[config.mk]
export PLATFORM = sky130hd
export DESIGN_NAME = cpu_frame_ctrl_flat
export DESIGN_NICKNAME = d
export VERILOG_FILES = /design/src/rtl/cpu_frame_ctrl_pkg.sv /design/src/rtl/cpu_frame_ctrl_if.sv /design/src/rtl/cpu_frame_ctrl_vld_delay.sv /design/src/rtl/cpu_frame_ctrl.sv /design/src/flat_wrapper.sv
export SDC_FILE = /design/constraint.sdc
export NUM_CORES = 1
export LEC_CHECK = 0
export ABC_AREA = 0
export CAP_MARGIN = 20
export CORE_MARGIN = 4
export CORE_UTILIZATION = 56
export DETAILED_ROUTE_END_ITERATION = 10
export GPL_ROUTABILITY_DRIVEN = 0
export HOLD_SLACK_MARGIN = 0.02
export MAX_ROUTING_LAYER = met4
export PLACE_DENSITY = 0.89
export REMOVE_ABC_BUFFERS = 1
export SYNTH_ARGS = -nofsm -noshare
export SYNTH_HDL_FRONTEND = slang
export SYNTH_SLANG_ARGS = --single-unit
export TNS_END_PERCENT = 5
[constraint.sdc]
create_clock -name clk -period 4.8 [get_ports clk]
set_clock_uncertainty 0.1 [all_clocks]
set_input_delay 0.48 -clock clk [delete_from_list [all_inputs] [get_ports clk]]
set_output_delay 0.48 -clock clk [all_outputs]
set_load 0.05 [all_outputs]
[src/rtl/cpu_frame_ctrl_pkg.sv]
// Shared definitions for the CPU frame sequencer of the GF(257) 4x24 LDPC decoder.
package cpu_frame_ctrl_pkg;

  // Column banks written and read in parallel by the CPU path
  localparam int unsigned NumBanks = 24;

  // Supported bank read latency range
  localparam int unsigned RdLatMin = 1;
  localparam int unsigned RdLatMax = 3;

  typedef enum logic [2:0] {
    StIdle,
    StLoad,
    StDecStart,
    StDecWait,
    StGap,
    StUnload,
    StDrain
  } state_e;

endpackage

[src/rtl/cpu_frame_ctrl_if.sv]
// Handshake, strobe and decoder-control signals of the CPU frame sequencer.
interface cpu_frame_ctrl_if;
  logic load_req;
  logic in_valid;
  logic in_ready;
  logic cpu_addr_ena;
  logic mem_wr_en;
  logic mem_rd_en;
  logic out_valid;
  logic dec_start;
  logic dec_done;
  logic busy;
  logic frame_done;
  logic err;

  // Sequencer side
  modport slave (
    input  load_req, in_valid, dec_done,
    output in_ready, cpu_addr_ena, mem_wr_en, mem_rd_en, out_valid,
           dec_start, busy, frame_done, err
  );

  // CPU stream / decoder side
  modport master (
    output load_req, in_valid, dec_done,
    input  in_ready, cpu_addr_ena, mem_wr_en, mem_rd_en, out_valid,
           dec_start, busy, frame_done, err
  );
endinterface

[src/rtl/cpu_frame_ctrl_vld_delay.sv]
// Fixed-latency delay line for a single valid bit.
module cpu_frame_ctrl_vld_delay #(
  parameter int unsigned LAT = 1
) (
  input  logic clk,
  input  logic rst_n,
  input  logic i_vld,
  output logic o_vld
);

  logic [LAT-1:0] r_pipe;

  // Shift the valid bit one stage per cycle; the MSB is the delayed output
  always_ff @(posedge clk or negedge rst_n) begin
    if (!rst_n) begin
      r_pipe <= '0;
    end else begin
      r_pipe <= (r_pipe << 1) | LAT'(i_vld);
    end
  end

  assign o_vld = r_pipe[LAT-1];

endmodule

[src/rtl/cpu_frame_ctrl.sv]
// Frame sequencer for the CPU access path: load banks, run decoder, unload banks.
module cpu_frame_ctrl
  import cpu_frame_ctrl_pkg::*;
#(
  parameter int unsigned ADDR_WIDTH = 8,
  parameter int unsigned DEPTH      = 64,
  parameter int unsigned RD_LAT     = 1
) (
  input logic          clk,
  input logic          rst_n,
  cpu_frame_ctrl_if.slave bus
);

  // One extra bit so DEPTH = 2^ADDR_WIDTH is representable
  localparam int unsigned CntW = ADDR_WIDTH + 1;
  localparam logic [CntW-1:0] LastBeat  = CntW'(DEPTH - 1);
  localparam logic [CntW-1:0] LastDrain = CntW'(RD_LAT - 1);

  state_e          r_state, w_state_nxt;
  logic [CntW-1:0] r_cnt, w_cnt_nxt;
  logic            r_err, w_err_nxt;

  logic w_in_ready;
  logic w_addr_ena;
  logic w_wr_en;
  logic w_rd_en;
  logic w_dec_start;
  logic w_frame_done;
  logic w_out_valid;

  // State, beat counter and sticky error registers
  always_ff @(posedge clk or negedge rst_n) begin
    if (!rst_n) begin
      r_state <= StIdle;
      r_cnt   <= '0;
      r_err   <= 1'b0;
    end else begin
      r_state <= w_state_nxt;
      r_cnt   <= w_cnt_nxt;
      r_err   <= w_err_nxt;
    end
  end

  // Next-state, counter and error decode
  always_comb begin
    w_state_nxt = r_state;
    w_cnt_nxt   = r_cnt;
    w_err_nxt   = r_err;
    unique case (r_state)
      StIdle: begin
        if (bus.load_req) begin
          w_state_nxt = StLoad;
          w_err_nxt   = 1'b0;
        end
      end
      StLoad: begin
        if (bus.in_valid) begin
          if (r_cnt == LastBeat) begin
            w_state_nxt = StDecStart;
          end else begin
            w_cnt_nxt = r_cnt + 1'b1;
          end
        end else if (r_cnt != '0) begin
          // Stream stalled after the burst began: abandon the frame
          w_err_nxt   = 1'b1;
          w_state_nxt = StIdle;
        end
      end
      StDecStart: w_state_nxt = StDecWait;
      StDecWait: begin
        if (bus.dec_done) begin
          w_state_nxt = StGap;
        end
      end
      StGap: w_state_nxt = StUnload;
      StUnload: begin
        if (r_cnt == LastBeat) begin
          w_state_nxt = StDrain;
        end else begin
          w_cnt_nxt = r_cnt + 1'b1;
        end
      end
      StDrain: begin
        if (r_cnt == LastDrain) begin
          w_state_nxt = StIdle;
        end else begin
          w_cnt_nxt = r_cnt + 1'b1;
        end
      end
      default: w_state_nxt = StIdle;
    endcase
    // Every state starts counting from zero
    if (w_state_nxt != r_state) begin
      w_cnt_nxt = '0;
    end
  end

  // Strobes and handshakes decoded from the current state
  always_comb begin
    w_in_ready   = 1'b0;
    w_addr_ena   = 1'b0;
    w_wr_en      = 1'b0;
    w_rd_en      = 1'b0;
    w_dec_start  = 1'b0;
    w_frame_done = 1'b0;
    unique case (r_state)
      StLoad: begin
        w_in_ready = 1'b1;
        // Enable low while waiting keeps the generator parked at 0
        w_wr_en    = bus.in_valid;
        w_addr_ena = bus.in_valid;
      end
      StDecStart: w_dec_start = 1'b1;
      StUnload: begin
        w_rd_en    = 1'b1;
        w_addr_ena = 1'b1;
      end
      StDrain: w_frame_done = (r_cnt == LastDrain);
      default: ;
    endcase
  end

  cpu_frame_ctrl_vld_delay #(
    .LAT (RD_LAT)
  ) u_vld_delay (
    .clk   (clk),
    .rst_n (rst_n),
    .i_vld (w_rd_en),
    .o_vld (w_out_valid)
  );

  assign bus.in_ready     = w_in_ready;
  assign bus.cpu_addr_ena = w_addr_ena;
  assign bus.mem_wr_en    = w_wr_en;
  assign bus.mem_rd_en    = w_rd_en;
  assign bus.out_valid    = w_out_valid;
  assign bus.dec_start    = w_dec_start;
  assign bus.busy         = (r_state != StIdle);
  assign bus.frame_done   = w_frame_done;
  assign bus.err          = r_err;

endmodule

[src/flat_wrapper.sv]
// flat-port wrapper written by rule: the top's interface ports become plain ports
module cpu_frame_ctrl_flat import cpu_frame_ctrl_pkg::*;
#(
  parameter int unsigned ADDR_WIDTH = 8,
  parameter int unsigned DEPTH      = 64,
  parameter int unsigned RD_LAT     = 1
)
  (clk, rst_n, bus_load_req, bus_in_valid, bus_dec_done, bus_in_ready, bus_cpu_addr_ena, bus_mem_wr_en, bus_mem_rd_en, bus_out_valid, bus_dec_start, bus_busy, bus_frame_done, bus_err);
  cpu_frame_ctrl_if bus_i ();
  input logic clk;
  input logic rst_n;
  input wire logic [$bits(bus_i.load_req)-1:0] bus_load_req;
  input wire logic [$bits(bus_i.in_valid)-1:0] bus_in_valid;
  input wire logic [$bits(bus_i.dec_done)-1:0] bus_dec_done;
  output wire logic [$bits(bus_i.in_ready)-1:0] bus_in_ready;
  output wire logic [$bits(bus_i.cpu_addr_ena)-1:0] bus_cpu_addr_ena;
  output wire logic [$bits(bus_i.mem_wr_en)-1:0] bus_mem_wr_en;
  output wire logic [$bits(bus_i.mem_rd_en)-1:0] bus_mem_rd_en;
  output wire logic [$bits(bus_i.out_valid)-1:0] bus_out_valid;
  output wire logic [$bits(bus_i.dec_start)-1:0] bus_dec_start;
  output wire logic [$bits(bus_i.busy)-1:0] bus_busy;
  output wire logic [$bits(bus_i.frame_done)-1:0] bus_frame_done;
  output wire logic [$bits(bus_i.err)-1:0] bus_err;
  assign bus_i.load_req = bus_load_req;
  assign bus_i.in_valid = bus_in_valid;
  assign bus_i.dec_done = bus_dec_done;
  assign bus_in_ready = bus_i.in_ready;
  assign bus_cpu_addr_ena = bus_i.cpu_addr_ena;
  assign bus_mem_wr_en = bus_i.mem_wr_en;
  assign bus_mem_rd_en = bus_i.mem_rd_en;
  assign bus_out_valid = bus_i.out_valid;
  assign bus_dec_start = bus_i.dec_start;
  assign bus_busy = bus_i.busy;
  assign bus_frame_done = bus_i.frame_done;
  assign bus_err = bus_i.err;
  cpu_frame_ctrl #(.ADDR_WIDTH(ADDR_WIDTH), .DEPTH(DEPTH), .RD_LAT(RD_LAT)) u_core (.clk(clk), .rst_n(rst_n), .bus(bus_i));
endmodule
**Yosys cells after proc, flatten, opt, wreduce, memory -nomap -nowiden**

Index checks and enable logic that the tools add are counted.

- Add/sub/neg operators: 1
- Eq/ne operators: 13
- Muxes and demuxes: 23
- Reductions and logical operators: 8

Operators with widths:

| operator | number |
|---|---|
| 9-bit two-way mux | 4 |
| 9-bit case mux with 3 select lines | 1 |
| 3-bit two-way mux | 7 |
| 3-bit case mux with 7 select lines | 1 |
| 9-bit by 1-bit adder with 9-bit output (second input constant) | 1 |
| 3-bit == test (second input constant) | 3 |
| 9-bit by 6-bit == test with 1-bit output (second input constant) | 1 |
| 9-bit logical NOT | 1 |
| 9-bit nonzero test | 1 |
| 1-bit two-way mux | 8 |
| 3-bit by 2-bit == test with 1-bit output (second input constant) | 2 |
| 2-bit inequality test (second input constant) | 2 |
| 1-bit case mux with 2 select lines | 2 |
| 4-bit AND reduction | 1 |
| 4-bit nonzero test | 1 |
| 3-bit by 1-bit == test with 1-bit output (second input constant) | 1 |
| 3-bit logical NOT | 1 |
| 3-bit by 2-bit inequality test with 1-bit output (second input constant) | 1 |
| 3-bit inequality test | 1 |
| 3-bit inequality test (second input constant) | 1 |
| 3-bit AND reduction | 1 |
| 3-bit nonzero test | 1 |
| 2-bit by 1-bit inequality test with 1-bit output (second input constant) | 1 |
| 2-bit nonzero test | 1 |

- Bits in registers: 14
- Bits of input ports: 5
- Output and inout port bits: 9
- Logic and storage cells: 49

**Longest topological paths before layout**

Gate-level depths: netlist of run 1.

- Word-level depth: 7
- Gate-level depth with buffers: 8
- Mapped depth without buffers: 7

**Modules after synthesis**

Synthesis of run 1 repeated with hierarchy kept, for this count alone.

- Cell total of the unflattened synthesis: 101
- Area, all modules: 940.9 um^2

By module, submodules not included:

| module | instances | cells an instance | area an instance (um^2) | seq. area each (um^2) |
|---|---|---|---|---|
| cpu_frame_ctrl | 1 | 100 | 915.9 | 325.3 |
| cpu_frame_ctrl_vld_delay | 1 | 1 | 25.0 | 25.0 |

**Least setup slack after synthesis of run 1**

OpenSTA, ideal clock, no wires.

- Path kind: flip-flop to output port
- Start: reg u_core.r_cnt[0]
- End: out bus_frame_done
- Data arrival time: 2.225 ns
- Required time: 4.220 ns
- Slack: 1.995 ns
- Cell stages (with the launch flop): 6
- Path buffers: 0
- Cell sequence: dfrtp_1 inv_1 ha_1 or4b_4 or3_2 nor2_1

- Longest elaborated chain between the ends: 2

RTL lines:

| element | RTL line | source |
|---|---|---|
| start: declaration | cpu_frame_ctrl.sv:20 | `logic [CntW-1:0] r_cnt, w_cnt_nxt;` |
| start signal: assignment | cpu_frame_ctrl.sv:39 | `r_cnt <= w_cnt_nxt;` |
| 9-bit logical NOT | cpu_frame_ctrl.sv:118 | `StDrain: w_frame_done = (r_cnt == LastDrain);` |
| 1-bit two-way mux | cpu_frame_ctrl.sv:106 | `unique case (r_state)` |
| end: declaration | flat_wrapper.sv:22 | `output wire logic [$bits(bus_i.frame_done)-1:0] bus_frame_done;` |

Every way passes these cells.

**Final worst setup path of run 1**

Same ends and word-level chain as after synthesis.

==> results of run 1 <==
per-stage QoR:
| step | util (%) | total power, mW |
|---|---|---|
| 6_report | 70.7 | 0.555 |
| 5_1_grt | 70.7 | 0.592 |
| 4_1_cts | 70.7 | 0.558 |
| 3_5_place_dp | 68.3 | 0.470 |
| 3_3_place_gp | 68.3 | 0.461 |
| 2_1_floorplan | - | 0.384 |
power breakdown:
| part | leakage [nW] | switching, mW | internal (mW) | total (mW) |
|---|---|---|---|---|
| registers | 0.185 | 0.0338 | 0.140 | 0.173 |
| logic | 0.275 | 0.186 | 0.108 | 0.294 |
| clock network | 0.0210 | 0.0409 | 0.0462 | 0.0871 |
| total | 0.481 | 0.261 | 0.294 | 0.555 |
per-layer routing:
metal / vias up / global-route usage (%) / share of wire, %
met4: 0 / 12.1 / 2.7
li1: 408 / - / -
met2: 21 / 30.9 / 50
met5: - / - / 0
met1: 408 / 21.2 / 42
met3: 9 / 6.12 / 4.8
cells in the mapped netlist (2+ instances only):
cell / count / area (sq um)
nor3_1: 4 / 20.0
a21oi_1: 7 / 35.0
o21ai_0: 4 / 20.0
buf_6: 2 / 22.5
nand4_1: 3 / 18.8
nand2_1: 10 / 37.5
nand3_1: 6 / 30.0
and2_1: 2 / 12.5
or3_2: 2 / 15.0
inv_1: 6 / 22.5
dfrtp_1: 14 / 350
xor2_1: 3 / 26.3
nand2b_1: 2 / 12.5
ha_1: 2 / 25.0
nor2_1: 15 / 56.3
registers in the layout, summed over array words and instances (netlist names):
signal / cells
u_core.bus.err: 1
u_core.r_cnt: 9
u_core.r_state: 3
u_core.u_vld_delay.o_vld: 1
layout make-up:
cell class              count  area share, %
repair buffers             13           11.9
inverters                   6           2.07
flip-flops and latches     14           32.1
multi-input cells          83           48.7
clock buffers               4           3.33
well taps                  16           1.84
worst paths after layout:
path	cells after the start	startpoint	slack [ns]	endpoint
worst max-delay path	6	u_core.r_cnt[0]	1.33	bus_frame_done
worst min-delay path	1	rst_n	0.48	u_core.r_state[2]
worst max register to register	7	u_core.r_cnt[0]	2.30	u_core.r_cnt[6]
worst min register to register	2	u_core.r_cnt[5]	0.49	u_core.r_cnt[5]
max in group asynchronous	1	rst_n	3.71	u_core.r_cnt[6]
min in group clk	2	u_core.r_cnt[5]	0.49	u_core.r_cnt[5]
logic make-up after synthesis:
logic type                 Yosys count  synth area share, %
and+or+nand+nor                     57                 35.5
DFF                                 14                 37.2
adders and majority gates            2                 2.66
AOI/OAI and AO/OA                   19                 13.4
muxes                                1                 1.06
buffers and inverters               11                 6.51
xor gates and xnor gates             4                 3.72
==> flow_metrics.tcl, run 1 <==
set metrics [dict create \
    max_stage_delay_ns 0.82 \
    setup_violations 0 \
    cts_tree "yes" \
    timing.final.crit_share_pct 72.2 \
    post_cts_resized 0 \
    worstPathCellList "inv_1 > ha_1 > or4b_4 > or3_2 > nor2_1 > clkdlybuf4s50_1" \
    dr.pass1.iters 5 \
    chipHeight_um 49.0 \
    grt_antenna_before_repair 0 \
    crit_family "simple AND/OR/NAND/NOR gates" \
    grt_pass1_wl_mm 3.57 \
    hold_ws_ns 0.479 \
    portBuffers 13 \
    drive_gt1_share_pct 12.5 \
    postCtsSetupBuffers 0 \
    maxCapViolations 0 \
    leakagePower_nw 0.481 \
    endpoint_kind "primary output" \
    grt_usage_pct 19.6 \
    hold_path.class "in2async" \
    drc 0 \
    fp.dieArea_sq_um 2400 \
    vias 846 \
    wl_per_cell_um 14.7 \
    grt_pass1_vias 824 \
    finalSetupTns_ns 0 \
    fmax_mhz 289 \
    insertion_delay_ns 0.29 \
    nets 128 \
    multi_input_area_sq_um 531 \
    grt.overflow.total 0 \
    pre_cts_slack_ns 1.65 \
    cp-start-kind "flip-flop" \
    seq_area_sq_um 350 \
    start_util_pct 61.1 \
    final_cell_mix "nor2_1, dfrtp_1, clkdlybuf4s50_1" \
    syn-instance-count 108 \
    cts.reportedPaths.clkPinSlew_ns 0.09 \
    ys_seq_area_share_pct 37.2 \
    criticalPathCategory "reg2out" \
    synth_edf_count 0 \
    ant_nets 0 \
    worst_slew_margin_rel_pct 57.4 \
    required_ns 4.22 \
    dpl.hpwl_mm 1.49 \
    drtIter0Drc 20 \
    cts.hold.buffers_added 0 \
    cp_slowest_cell "clkdlybuf4s50_1" \
    outcome "complete, no violations" \
    synth_area_sq_um 942 \
    yosys.cell_types.count 41 \
    hold_viol 0 \
    io_pins 14 \
    rsz0062_at_grt "false" \
    crit_buf_inv 2 \
    setup_ws_ns 1.33 \
    routed_via_density 6.22 \
    dp_cells 132 \
    yosysWarnings 0 \
    core_sq_um 1540 \
    final.fill_count 120 \
    drt_wl_total_mm 1.99 \
    cp_max_fo 4 \
    cts_max_level 1 \
    final_common_cell "nor2_1" \
    syn_avg_cell_area_sq_um 8.72 \
    final_area_sq_um 1090 \
    diodes 0 \
    fp-row-count 14 \
    synth_flop_cell "dfrtp_1" \
    root_buffer "clkbuf_4" \
    crit_arrival_ns 2.89 \
    min_period_ns 3.47 \
    final_cells 136 \
    grt_max_degree 15 \
    die_x_um 49.0 \
    syn_to_final_growth_pct 15.7 \
    synth_seq_cells 14 \
    clockBufferDepth 2 \
    cts_buffers 3 \
    clock_sinks 14 \
    p_per_area_nw_per_um2 509 \
    placed_area_sq_um 1050 \
    power.ir.vdd_worst_mv 0.355 \
    slew_violations 0 \
    async_flop_share_pct 100 \
    tightest_slew_ns 0.637 \
]
Power figures use the tool's default switching activity.
==> inputs of run 2 (changes only) <==
Settings changed: CORE_UTILIZATION 56 to 52, PLACE_DENSITY 0.89 to 0.84.
Clock period 4.8 ns to 3.3 ns, I/O delays scaled along.
==> flow_metrics.tcl, run 2 (synthesized netlist as in run 1, its figures left out) <==
set metrics [dict create \
    cp_slowest_cell "or4b_4" \
    worst_slew_margin_rel_pct 56.1 \
    sw_frac_of_total_pct 46.8 \
    final.fill_count 160 \
    intPower_uw 430 \
    tightest_slew_ns 0.657 \
    cp_max_fo 4 \
    cts_tree "yes" \
    postCtsSetupBuffers 0 \
    drt_wl_total_mm 2.02 \
    slew_violations 0 \
    final_common_cell "nor2_1" \
    crit_arrival_ns 2.30 \
    start_util_pct 54.6 \
    root_buffer "clkbuf_4" \
    cts_max_level 1 \
    outcome "complete, no violations" \
    cts.reportedPaths.clkPinSlew_ns 0.09 \
    hold_path.class "in2async" \
    ant_nets 0 \
    required_ns 2.87 \
    regMostFlops "u_core.r_cnt" \
    fmax_mhz 366 \
    nets 128 \
    crit_buf_inv 2 \
    cts.hold.buffers_added 0 \
    portBuffers 13 \
    post_cts_resized 0 \
    dr.pass1.iters 4 \
    chipHeight_um 50.6 \
    syn_to_final_growth_pct 16.6 \
    crit_family "simple AND/OR/NAND/NOR gates" \
    die_x_um 50.6 \
    crit_start "u_core.r_cnt[0]" \
    final_cells 145 \
    clkPwrFrac_pct 15.3 \
    min_period_ns 2.73 \
    drtIter0Drc 21 \
    grt_pass1_vias 785 \
    p_per_area_nw_per_um2 735 \
    io_pins 14 \
    max_stage_delay_ns 0.49 \
    grt.overflow.total 0 \
    fp.dieArea_sq_um 2560 \
    timing.final.crit_share_pct 82.9 \
    fp-row-count 15 \
    grt_antenna_before_repair 0 \
    cp-start-kind "flip-flop" \
    grt_max_degree 15 \
    dp_cells 141 \
    dpl.hpwl_mm 1.48 \
    final_cell_mix "nor2_1, dfrtp_1, clkdlybuf4s50_1" \
    hold_viol 0 \
    clock_sinks 14 \
    drive_gt1_share_pct 13.3 \
    p_sw_uw 378 \
    cts_buffers 3 \
    seqPwrFrac_pct 30.6 \
    grt_pass1_wl_mm 3.54 \
    setup_violations 0 \
    core_sq_um 1730 \
    r2r-start "u_core.r_cnt[0]" \
    diodes 0 \
    worstPathCellList "inv_1 > ha_1 > or4b_4 > or3_2 > nor2_1 > buf_4" \
    endpoint_kind "primary output" \
    insertion_delay_ns 0.28 \
    power.ir.vdd_worst_mv 0.476 \
    leakagePower_nw 0.483 \
    clockBufferDepth 2 \
    finalSetupTns_ns 0 \
    largest_reg_flops 9 \
    maxCapViolations 0 \
    p_comb_share_pct 54.1 \
    reg_top3 "u_core.r_cnt x9, u_core.r_state x3" \
    criticalPathCategory "reg2out" \
    wl_per_cell_um 13.9 \
    routed_via_density 5.63 \
    drc 0 \
    grt_usage_pct 18.6 \
    vias 816 \
    rsz0062_at_grt "false" \
]
-- run 2: layout make-up --
class,count,area [sq um],area share (%)
sequential,14,350,31.9
timing repair buffer,13,128,11.6
inverter,6,22.5,2.05
multi-input combinational,83,531,48.3
tap,25,31.3,2.85
clock buffer,4,36.3,3.30
-- run 2: worst paths after layout --
| path | end | depth (start not counted) | slack (ns) |
|---|---|---|---|
| min in group clk | u_core.bus.err | 2 | 0.48 |
| worst max-delay path | bus_frame_done | 6 | 0.57 |
| worst min register to register | u_core.bus.err | 2 | 0.48 |
| worst min-delay path | u_core.u_vld_delay.o_vld | 1 | 0.35 |
| worst max register to register | u_core.r_cnt[6] | 7 | 0.80 |
| max in group asynchronous | u_core.r_cnt[0] | 1 | 2.34 |
-- run 2: metrics by stage --
stage	hold slack [ns]	setup WS, ns	area (sq um)	total power [mW]	utilization, %
2_1_floorplan	-0.0656	0.601	903	0.559	-
3_3_place_gp	0.454	0.750	1060	0.673	61.5
3_5_place_dp	0.454	0.705	1060	0.687	61.5
4_1_cts	0.369	0.555	1100	0.813	63.6
5_1_grt	0.400	0.443	1100	0.871	63.6
6_report	0.349	0.566	1100	0.807	63.6
-- run 2: per-layer routing --
metal / share of wire [%] / wire, um / vias to the layer above / global-route usage (%)
li1: - / - / 406 / -
met1: 43 / 871 / 390 / 20.0
met2: 51 / 1030 / 16 / 33.0
met3: 4.3 / 86 / 4 / 4.75
met4: 1.5 / 31 / 0 / 6.73
met5: 0 / 0 / - / -
-- run 2: power groups by stage --
stage	clock network (mW)	registers, mW	logic [mW]
after CTS	0.128	0.247	0.438
after global routing	0.141	0.255	0.475
after floorplan	0	0.277	0.282
after detailed placement	0	0.250	0.436
after global placement	0	0.248	0.425
final	0.123	0.247	0.436
==> inputs of run 3 (changes only) <==
Settings changed: CORE_UTILIZATION 52 to 47, PLACE_DENSITY 0.84 to 0.81.
Clock period 3.3 ns to 2.45 ns, I/O delays scaled along.
==> flow_metrics.tcl, run 3 (synthesized netlist as in run 1, its figures left out) <==
set metrics [dict create \
    clockBufferDepth 2 \
    cts.reportedPaths.clkPinSlew_ns 0.08 \
    grt.overflow.total 0 \
    tightest_slew_ns 0.633 \
    power_mw 1.11 \
    chipHeight_um 52.8 \
    drtIter0Drc 14 \
    drc 0 \
    reg_top3 "u_core.r_cnt x9, u_core.r_state x3" \
    grt_usage_pct 19.1 \
    drt_wl_total_mm 2.10 \
    required_ns 2.11 \
    slew_violations 0 \
    insertion_delay_ns 0.27 \
    vias 846 \
    portBuffers 13 \
    cp-start-kind "flip-flop" \
    clock_sinks 14 \
    grt_antenna_before_repair 0 \
    die_x_um 52.8 \
    diodes 0 \
    core_sq_um 1820 \
    cp_max_fo 4 \
    outcome "complete, no violations" \
    drive_gt1_share_pct 19.8 \
    final_cell_mix "nor2_1, dfrtp_1, nand2_1" \
    fmax_mhz 419 \
    criticalPathCategory "reg2out" \
    routed_via_density 5.60 \
    grt_pass1_vias 857 \
    cts_buffers 3 \
    worst_slew_margin_rel_pct 57.6 \
    hold_viol 0 \
    start_util_pct 51.8 \
    wl_per_cell_um 13.9 \
    io_pins 14 \
    nets 135 \
    final.fill_count 165 \
    syn_to_final_growth_pct 24.0 \
    rsz0062_at_grt "true" \
    p_per_area_nw_per_um2 952 \
    largest_reg_flops 9 \
    dp_cells 148 \
    power.ir.vdd_worst_mv 0.508 \
    cts_tree "yes" \
    fp.dieArea_sq_um 2780 \
    dr.pass1.iters 4 \
    dpl.hpwl_mm 1.60 \
    fp-row-count 15 \
    regMostFlops "u_core.r_cnt" \
    cts_max_level 1 \
    finalSetupTns_ns 0 \
    root_buffer "clkbuf_4" \
    min_period_ns 2.38 \
    hold_path.class "in2async" \
    setup_violations 0 \
    ant_nets 0 \
    grt_max_degree 15 \
    maxCapViolations 0 \
    leakagePower_nw 0.531 \
    endpoint_kind "primary output" \
    grt_pass1_wl_mm 3.79 \
    timing.final.crit_share_pct 97.3 \
    crit_arrival_ns 2.04 \
    final_cells 151 \
]
run 3: repair_timing:
| action | in CTS | in global routing |
|---|---|---|
| resized for setup | 5 | 1 |
| setup buffers | 0 | 0 |
| setup endpoints to repair | 3 | 2 |
| hold buffers | 0 | 0 |
| pin swaps | 1 | 1 |
run 3: layer usage:
metal	up-vias	global-route usage, %	routed length [um]
met5	-	-	0
met2	23	33.5	1060
met4	0	8.51	62
met3	7	3.99	88
met1	396	20.5	891
li1	420	-	-
run 3: cell type report:
cell class	count	area, sq um	share of cell area, %
clock buffer	3	22.5	1.93
inverter	6	22.5	1.93
multi-input combinational	83	552	47.2
sequential	14	350	30.0
tap	25	31.3	2.68
timing repair buffer	20	190	16.3
run 3: report_power, final:
part           leakage, nW  switching, mW  internal (mW)
Combinational        0.332          0.428          0.262
Clock               0.0138         0.0660         0.0569
Sequential           0.185         0.0262          0.274
run 3: through the flow:
| stage | utilization [%] | area [sq um] | setup WS, ns | hold WS, ns |
|---|---|---|---|---|
| 6_report | 64.2 | 1170 | 0.0660 | 0.262 |
| 5_1_grt | 64.2 | 1170 | -0.0214 | 0.315 |
| 4_1_cts | 64.1 | 1170 | 0.0254 | 0.281 |
| 3_5_place_dp | 61.6 | 1120 | -0.0283 | 0.460 |
| 3_3_place_gp | 61.6 | 1120 | 0.0273 | 0.446 |
| 2_1_floorplan | - | 903 | -0.249 | -0.151 |
run 3: worst max-delay path, cell delays in order (launching register included):
cell and delay [ns]:
dfrtp_1 0.39, inv_1 0.09, ha_1 0.14, or4b_4 0.50, or3_4 0.38, nor2_4 0.12, buf_12 0.15
run 3: path summary, 6_finish.rpt:
| kind | startpoint | to | slack, ns | depth (start not counted) |
|---|---|---|---|---|
| max | u_core.r_cnt[0] | bus_frame_done | 0.07 | 6 |
| min | rst_n | u_core.r_cnt[4] | 0.26 | 1 |
| max reg2reg | u_core.r_cnt[0] | u_core.r_cnt[6] | 0.08 | 7 |
| min reg2reg | u_core.bus.err | u_core.bus.err | 0.48 | 2 |
| max in group asynchronous | rst_n | u_core.r_cnt[0] | 1.58 | 1 |
| min in group clk | u_core.bus.err | u_core.bus.err | 0.48 | 2 |
